## src/rtl/adder_rv_fifo.sv

```systemverilog
// rtl/adder_rv_fifo.sv - ready/valid add/subtract unit with a DEPTH-entry result queue
//
// The result is computed when a pair is accepted and stored with its
// carry/borrow flag in a circular buffer. in_ready is a function of the
// occupancy counter and flush only. It never depends on out_ready, so the
// consumer side cannot stall the producer side combinationally.
//
// Optional build macro ADDER_RV_FIFO_SAT_EN selects saturating results:
//   add with carry -> all ones, sub with borrow -> zero.
// out_carry always reports the raw carry or borrow.

module adder_rv_fifo #(
   parameter int W     = 32,
   parameter int DEPTH = 4
) (
   input  logic                       clk,
   input  logic                       rst,
   input  logic                       flush,
   input  logic                       in_valid,
   output logic                       in_ready,
   input  logic [W-1:0]               in_a,
   input  logic [W-1:0]               in_b,
   input  logic                       in_op,
   output logic                       out_valid,
   input  logic                       out_ready,
   output logic [W-1:0]               out_sum,
   output logic                       out_carry,
   output logic [$clog2(DEPTH+1)-1:0] level
);

   localparam int LW = $clog2(DEPTH + 1);
   // A single-entry queue still needs a 1-bit pointer so the array index is legal.
   localparam int PW = (DEPTH > 1) ? $clog2(DEPTH) : 1;

   localparam logic [LW-1:0] LEVEL_FULL = LW'(DEPTH);
   localparam logic [PW-1:0] PTR_LAST   = PW'(DEPTH - 1);

   logic [W-1:0]  r_mem_sum   [DEPTH];
   logic          r_mem_carry [DEPTH];
   logic [PW-1:0] r_wptr;
   logic [PW-1:0] r_rptr;
   logic [LW-1:0] r_level;

   logic          w_push;
   logic          w_pop;
   logic [W:0]    w_add_full;
   logic [W:0]    w_sub_full;
   logic [W:0]    w_res_full;
   logic          w_res_carry;
   logic [W-1:0]  w_res_sum_raw;
   logic [W-1:0]  w_res_sum;

   // Pointers wrap from DEPTH-1 back to 0, so DEPTH need not be a power of two.
   function automatic logic [PW-1:0] ptr_next(input logic [PW-1:0] p);
      if (p == PTR_LAST) begin
         return '0;
      end
      return p + 1'b1;
   endfunction

   assign in_ready  = (r_level != LEVEL_FULL) && !flush;
   assign out_valid = (r_level != '0);
   assign w_push    = in_valid && in_ready;
   assign w_pop     = out_valid && out_ready;

   // Both operations are done at W+1 bits: bit W is the carry for an add and
   // the borrow (A < B) for a subtract, because the zero-extended difference
   // goes negative exactly when A < B.
   assign w_add_full    = {1'b0, in_a} + {1'b0, in_b};
   assign w_sub_full    = {1'b0, in_a} - {1'b0, in_b};
   assign w_res_full    = in_op ? w_sub_full : w_add_full;
   assign w_res_carry   = w_res_full[W];
   assign w_res_sum_raw = w_res_full[W-1:0];

`ifdef ADDER_RV_FIFO_SAT_EN
   // Clamp to the range limit in the direction of the overflow.
   always_comb begin
      w_res_sum = w_res_sum_raw;
      if (w_res_carry) begin
         w_res_sum = in_op ? '0 : '1;
      end
   end
`else
   assign w_res_sum = w_res_sum_raw;
`endif

   // Result storage: written once at push and never recomputed; cleared only by reset.
   always_ff @(posedge clk or posedge rst) begin
      if (rst) begin
         for (int i = 0; i < DEPTH; i++) begin
            r_mem_sum[i]   <= '0;
            r_mem_carry[i] <= 1'b0;
         end
      end else if (w_push) begin
         r_mem_sum[r_wptr]   <= w_res_sum;
         r_mem_carry[r_wptr] <= w_res_carry;
      end
   end

   // Write pointer advances on push; flush returns it to the first slot.
   always_ff @(posedge clk or posedge rst) begin
      if (rst) begin
         r_wptr <= '0;
      end else if (flush) begin
         r_wptr <= '0;
      end else if (w_push) begin
         r_wptr <= ptr_next(r_wptr);
      end
   end

   // Read pointer advances on pop; a pop during flush is honoured but the entry is dropped with the rest.
   always_ff @(posedge clk or posedge rst) begin
      if (rst) begin
         r_rptr <= '0;
      end else if (flush) begin
         r_rptr <= '0;
      end else if (w_pop) begin
         r_rptr <= ptr_next(r_rptr);
      end
   end

   // Occupancy counter; a simultaneous push and pop leaves it unchanged.
   always_ff @(posedge clk or posedge rst) begin
      if (rst) begin
         r_level <= '0;
      end else if (flush) begin
         r_level <= '0;
      end else begin
         case ({w_push, w_pop})
            2'b10:   r_level <= r_level + 1'b1;
            2'b01:   r_level <= r_level - 1'b1;
            default: r_level <= r_level;
         endcase
      end
   end

   assign out_sum   = r_mem_sum[r_rptr];
   assign out_carry = r_mem_carry[r_rptr];
   assign level     = r_level;

endmodule

```

## config.mk

```make
export PLATFORM = sky130hd
export DESIGN_NAME = adder_rv_fifo
export DESIGN_NICKNAME = d
export VERILOG_FILES = /design/src/rtl/adder_rv_fifo.sv
export SDC_FILE = /design/constraint.sdc
export NUM_CORES = 1
export LEC_CHECK = 0
export ABC_AREA = 1
export CORE_ASPECT_RATIO = 0.8
export CORE_MARGIN = 2
export CORE_UTILIZATION = 35
export DETAILED_ROUTE_END_ITERATION = 6
export GPL_ROUTABILITY_DRIVEN = 0
export MAX_ROUTING_LAYER = met4
export PLACE_DENSITY_LB_ADDON = 0.05
export SLEW_MARGIN = 20
export SYNTH_ARGS = -nofsm -noshare
export SYNTH_HDL_FRONTEND = slang
export SYNTH_SLANG_ARGS = --single-unit
```

## constraint.sdc

```tcl
create_clock -name clk -period 4.65 [get_ports clk]
set_input_delay 0.6975 -clock clk [delete_from_list [all_inputs] [get_ports clk]]
set_output_delay 0.6975 -clock clk [all_outputs]
set_load 0.005 [all_outputs]
```

==> summary.txt, run 1 <==
Outcome: finished clean
Period utilization: 0.8122
Fin. max-slew vios: 0
Clock buffer depth: 2
Final ANT Viol Nets: 0
I/O Pins: 108
Initial DRC count: 706
DRC: 0
Pin count of the biggest net entering global routing: 87
Worst Path Required: 4950 ps
WP data arrival: 4080 ps
Final nets: 1706
Async S/R FF share, synth: 1.000
Per-cell routed wire length: 16.30 um
Crit end category: register
Logic pwr share: 0.429
Die Width: 191.5 um
#FFs+latches synth: 139
Syn Nets: 1616
Post-CTS Repair Setup Buffers: 0
Hold Buf Count CTS: 0
Largest family of logic cells by synthesized area: simple AND/OR/NAND/NOR gates
Row count: 54
First-pass GRT wire length: 51.71 mm
Final setup viols: 0
Max-slew headroom: 0.4013
Dpl cell area: 0.01126 mm2
Core ar.: 0.02743 mm2
Synth top cells by count: nand2_1 (558), inv_1 (201), dfrtp_1 (139)
Layout area overhead: 20.44%
Fin crit period: 3777 ps
Detailed-route via count: 9593
Cell Area, Synth: 0.009842 mm2
# resized after CTS: 0
Final instance area: 0.01185 mm2
Initial Util: 0.3588
H-tree depth reported by CTS: 4
Count of different cell masters after synthesis: 37
Worst-path cell chain: clkdlybuf4s50_1, inv_1, ha_1, nand3_1, o21ai_2, nand2_1, nor2_2, o21ai_1, xor2_1, inv_1, ha_1, a21oi_1, nand2_1, nand2_1, nand2_1, a21oi_1, nand3_1, nand3_1, nand2_1
Power Dens Cells: 506.1 mW/mm2
Hpwl dp: 22.58 mm
Worst-Margin Slew: 896.8 ps
Number of inserted diodes: 0
Psw: 2326 uW
Mux contribution to synthesized area: 0
Layout Skew: 7.136 ps
Clock Sinks: 139
Top area cells in the synthesized netlist: dfrtp_1 (35%), nand2_1 (21%), inv_1 (7.7%)
Yosys warns: 0
Post-Synth Simple-Gate Area: 0.3514
Synth Area in Adders: 0.05238
Share of cells above drive strength 1: 0.05473
Net Sw Frac: 0.3877
Total CTS buffers: 17
EDFF count, synth: 0
Area fraction of the dominant cell type after synthesis: 0.3534
Setup TNS: 0 ps
Max capacitance violation total: 0
Syn_area_per_cell: 6.535 um2
Via density per instance: 4.865
Storage cell area: 0.003478 mm2
Sequential fraction of design power: 0.339
GRT Residual Overflow: 0
Clk network pwr share: 0.232
Slowest-stage cell, CP: clkdlybuf4s50_1
Port Buffers: 107
Sequential area share after synthesis: 0.3534
CP peak stage delay: 430 ps
Cells after Synth: 1506
Most common cell in the netlist: nand2_1
Crit Path Class: in2reg
Placed Instances: 1941
Leak: 0.006315 uW
Most used DFF post-synth: dfrtp_1
Multi-input combinational cell area: 0.005365 mm2
TritonCTS clock tree: done
Die ar.: 0.02949 mm2
Most used cell, CP: nand2_1
RSZ-0062 raised after global routing: false
Vias in the first global route: 9199
Fill cells: 2914
Final hold vios: 0
Post-route non-filler standard cell count: 1972
Worst hold path class: reg2reg
Compound-cell area share of the yosys netlist: 0.1018
DRT Pass-1 Iters: 7
Die Height: 154.0 um
Maximum VDD drop: 0.2962 mV
Initial antenna violation count: 0
Clock Latency Late Sink: 420 ps
Total GRT Usage: 0.2342
Post-Route WL: 32.14 mm
Area leader, netlist: dfrtp_1
Post-Synth XOR/XNOR Area: 0.03954
Worst-path clk slew: 60 ps
Internal cell power: 3674 uW
Post-layout util: 0.4321
Clock root buffer: clkbuf_16
Max Fclk: 264.8 MHz
CP startpoint kind: input pin
Max FO, Critical Path: 5
==> cell families after synthesis <==
| family | after synthesis |
|---|---|
| compound gates | 188 |
| flops | 139 |
| xor+xnor | 41 |
| buf+inv | 256 |
| simple gates | 842 |
| fa+ha+maj | 40 |
==> flip-flops by register name, indices dropped and copies added (netlist names) <==
| signal | count |
|---|---|
| r_mem_sum | 128 |
| r_mem_carry | 4 |
| level | 3 |
| r_rptr | 2 |
| r_wptr | 2 |
==> stage by stage <==
step | power, uW | hold WS (ps) | worst slack [ps]
floorplan | 3517 | 436.6 | 228.0
global placement | 4613 | 449.1 | 554.0
detailed placement | 4622 | 452.8 | 494.4
CTS | 6042 | 468.2 | 910.3
global route | 6498 | 487.2 | 520.7
finish | 6000 | 465.7 | 873.2
==> metal layers <==
layer / global-route usage / vias to the layer above / wire length [um]
li1: - / 4857 / -
met1: 0.3433 / 4450 / 16240
met2: 0.3383 / 265 / 13570
met3: 0.03812 / 21 / 1945
met4: 0.04725 / 0 / 378
met5: - / - / 0
==> worst paths after layout <==
kind                                    start            end  slack (ps)  cells past startpoint
worst min-delay path            r_mem_sum[67]  r_mem_sum[67]         470                      2
worst max register to register       level[0]       level[2]        2570                     11
max in group asynchronous                 rst  r_mem_sum[29]        3010                      3
min in group asynchronous                 rst  r_mem_sum[99]         820                      2
worst max-delay path                  in_b[0]  r_mem_sum[63]         870                     19
worst min register to register  r_mem_sum[67]  r_mem_sum[67]         470                      2
==> power groups by stage <==
| stage | combinational [uW] | clock, uW | sequential [uW] |
|---|---|---|---|
| CTS | 2600 | 1420 | 2030 |
| finish | 2570 | 1390 | 2030 |
| global route | 2920 | 1480 | 2100 |
| floorplan | 1540 | 0 | 1980 |
| global placement | 2570 | 0 | 2040 |
| detailed placement | 2580 | 0 | 2040 |
==> critical path: cells and delay by family <==
family | cells | cell delay (ps)
adder cells (fa/ha/maj) | 2 | 540
AND/OR/NAND/NOR | 9 | 1270
XOR/XNOR | 1 | 170
buffers and inverters | 3 | 580
AO/OA/AOI/OAI | 4 | 820
==> area by class of cell <==
cell class,count,share of cell area
clock buffers,20,0.03768
clock inverters,11,0.01224
inverters,207,0.06597
multi-input cells,1111,0.4526
flip-flops and latches,139,0.2934
well taps,364,0.03842
repair buffers,120,0.09964
==> placed cells by master (no fill, tap or decap), types with 3 or more instances in the layout <==
master	count
a21oi_1	35
a31oi_1	3
buf_4	12
bufinv_16	3
clkbuf_16	17
clkdlybuf4s50_1	107
clkinv_2	3
clkinvlp_4	3
dfrtp_1	139
ha_1	38
inv_1	199
inv_2	6
nand2_1	558
nand2_2	15
nand3_1	111
nand3_2	4
nand3b_1	5
nor2_1	124
nor2_2	5
nor3_1	10
o21ai_0	120
o21ai_1	5
o21ai_2	3
o22ai_1	18
xnor2_1	6
xor2_1	31
xor2_2	4
No activity file was read; power rests on OpenSTA's default activity.
==> run 2, diff against run 1 <==
- clock period: 4.65 -> 3.55 ns (I/O delays scaled with it)
==> run 2 against run 1 <==
  * Non-clock buffer count up 113
  * Combinational power up 40%
  * Cell count up 5.8%
  * First-iteration DRC count down 2.3%
  * Design area up 8.4%
  * Power up 35%
==> summary.txt, run 2 (same netlist as run 1, synthesis figures left out) <==
Outcome: finished clean
Hold Path End: r_mem_sum[33]
I/O Pins: 108 (unchanged)
Max FO, Critical Path: 4 (-1)
Die Width: 191.5 um (unchanged)
Internal cell power: 4943 uW (+35%)
Commonest non-fill, non-tap cell in the layout: nand2_1
Clock root buffer: clkbuf_16
DRT Pass-1 Iters: 5 (-2)
Maximum VDD drop: 0.5094 mV (+72%)
Clk network pwr share: 0.222 (-0.010)
Reg2reg start: level[0]
Total Power: 8082 uW (+35%)
Worst hold path class: reg2reg
Per-cell routed wire length: 15.83 um (-2.9%)
Period utilization: 0.9421
R2r worst-path depth: 11 (unchanged)
Number of inserted diodes: 0 (unchanged)
Initial antenna violation count: 0 (unchanged)
Hpwl dp: 23.86 mm (+5.7%)
Fin. max-slew vios: 0 (unchanged)
R2r setup slk: 1510 ps (-1060 ps)
Max Fclk: 299.0 MHz
Leak: 0.006897 uW (+9.2%)
Sequential fraction of design power: 0.331 (-0.008)
R2R Path End: level[2]
Setup TNS: 0 ps (unchanged)
Clock buffer depth: 2 (unchanged)
Port Buffers: 107 (unchanged)
Max-slew headroom: 0.3604 (-0.04088)
WL met3: 1.844 mm (-5.2%)
Initial DRC count: 690 (-2.3%)
Slowest-stage cell, CP: clkdlybuf4s50_1
Post-Route WL: 33.02 mm (+2.8%)
Clock Latency Late Sink: 420 ps (about the same)
Row count: 54 (unchanged)
Register name with the most flops: r_mem_sum
Worst-path cell chain: clkdlybuf4s50_1, inv_1, nand3_2, nor3_4, nand2_4, nand2_1, xnor2_1, inv_1, ha_1, nand2_2, nor2_1, nand3_1, nand3b_1, nand2_1, nand2_1, nand2_1, nand3_1, nand2_1
Max capacitance violation total: 0 (unchanged)
Hold Buf Count CTS: 0 (unchanged)
Worst Path Required: 3860 ps (-1090 ps)
Final ANT Viol Nets: 0 (unchanged)
Clock Sinks: 139 (unchanged)
First-pass GRT wire length: 51.92 mm (+0.40%)
Final setup viols: 0 (unchanged)
Net Sw Frac: 0.3884 (+0.0007561)
Die Height: 154.0 um (unchanged)
Die ar.: 0.02949 mm2 (unchanged)
Initial Util: 0.3588 (unchanged)
H-tree depth reported by CTS: 4 (unchanged)
CP peak stage delay: 420 ps (about the same)
Placed Instances: 2052 (+5.7%)
Layout area overhead: 30.60%
Setup ws final: 205.6 ps (-667.6 ps)
Crit Path Class: in2reg
Hold slack: 467.6 ps (+1.942 ps)
Crit end category: register
GRT Residual Overflow: 0 (unchanged)
CP startpoint kind: input pin
Pin count of the biggest net entering global routing: 54 (-38%)
Met2 wire length: 14.11 mm (+4.0%)
DRC: 0 (unchanged)
Max layer used: met4
Worst-path clk slew: 60 ps (about the same)
Worst-Margin Slew: 957.4 ps (+60.62 ps)
Fin crit period: 3344 ps
TritonCTS clock tree: done
Most used cell, CP: nand2_1
Hold Crit Depth: 2 (unchanged)
Power Dens Cells: 628.8 mW/mm2 (+24%)
Post-route non-filler standard cell count: 2086 (+5.8%)
Share of cells above drive strength 1: 0.1318 (+0.07710)
Total CTS buffers: 17 (unchanged)
Vias in the first global route: 9282 (+0.90%)
WP data arrival: 3650 ps (-430 ps)
Total GRT Usage: 0.2341 (about the same)
Final hold vios: 0 (unchanged)
Final nets: 1819 (+6.6%)
Setup WS pre-CTS: -339.0 ps (-833.4 ps)
Number of flip-flops in the largest register: 128 (unchanged)
Psw: 3139 uW (+35%)
Via density per instance: 4.733 (-2.7%)
Layout Skew: 9.348 ps (+2.212 ps)
Logic pwr share: 0.447 (+0.018)
Most frequent cells in the layout: nand2_1 (553), inv_1 (199), dfrtp_1 (139)
HP Start: r_mem_sum[33]
Core ar.: 0.02743 mm2 (unchanged)
Detailed-route via count: 9874 (+2.9%)
Met1 WL: 16.77 mm (+3.3%)
==> run 2: cell types whose count changed in the layout (fill, tap and decap cells not counted), moves of 4 or more <==
cell / delta
buf_4: +110
clkinv_4: +4
nand2_1: -5
nand2_2: +4
nand3_1: -6
nand3_2: +5
nor2_1: -5
nor2_2: +5
==> run 2: power groups by stage <==
stage	clock network, uW	registers [uW]	logic (uW)
global route	1890	2760	4080
finish	1790	2680	3610
floorplan	0	2600	2010
CTS	1820	2670	3630
detailed placement	0	2680	3610
global placement	0	2680	3580
==> run 2: how the worst max path moves through the flow <==
stage / from / to / slack [ps] / cells past startpoint
3_3_place_gp: in_b[0] / r_mem_sum[60] / -320 / 19
4_1_cts: in_b[0] / r_mem_sum[60] / 70 / 19
5_1_grt: in_b[1] / r_mem_sum[86] / -40 / 23
2_1_floorplan: in_b[1] / r_mem_carry[0] / 780 / 20
3_5_place_dp: in_b[0] / r_mem_sum[60] / -340 / 19
6_report: in_b[0] / r_mem_sum[57] / 210 / 18
==> run 2: critical path, delay by kind of cell <==
kind          cells  cell delay (ps)
simple gates     13             2050
buf+inv           3              570
xor+xnor          1              110
fa+ha+maj         1              380
==> run 2: routing by layer <==
layer,up-vias,GRT usage
met5,-,-
met4,0,0.03370
met3,20,0.04017
met2,230,0.3498
met1,4537,0.3372
li1,5087,-
==> run 2: metrics by stage <==
stage	instance area (um2)	util
after detailed placement	12130	0.4423
final	12850	0.4686
after global routing	12850	0.4686
after CTS	12720	0.4637
after floorplan	9846	-
after global placement	12130	0.4423
==> run 2: timing repair <==
action | in CTS | in global routing
resized for setup | 0 | 30
buffers inserted | 0 | 2
setup endpoints to repair | 0 | 52
==> run 2: area by class of cell <==
cell class / instances / area (um2)
timing repair buffer: 233 / 2067
inverter: 207 / 780.7
clock buffer: 19 / 442.9
clock inverter: 13 / 145.1
fill: 2905 / 14580
tap: 364 / 455.4
sequential: 139 / 3478
multi-input combinational: 1111 / 5484
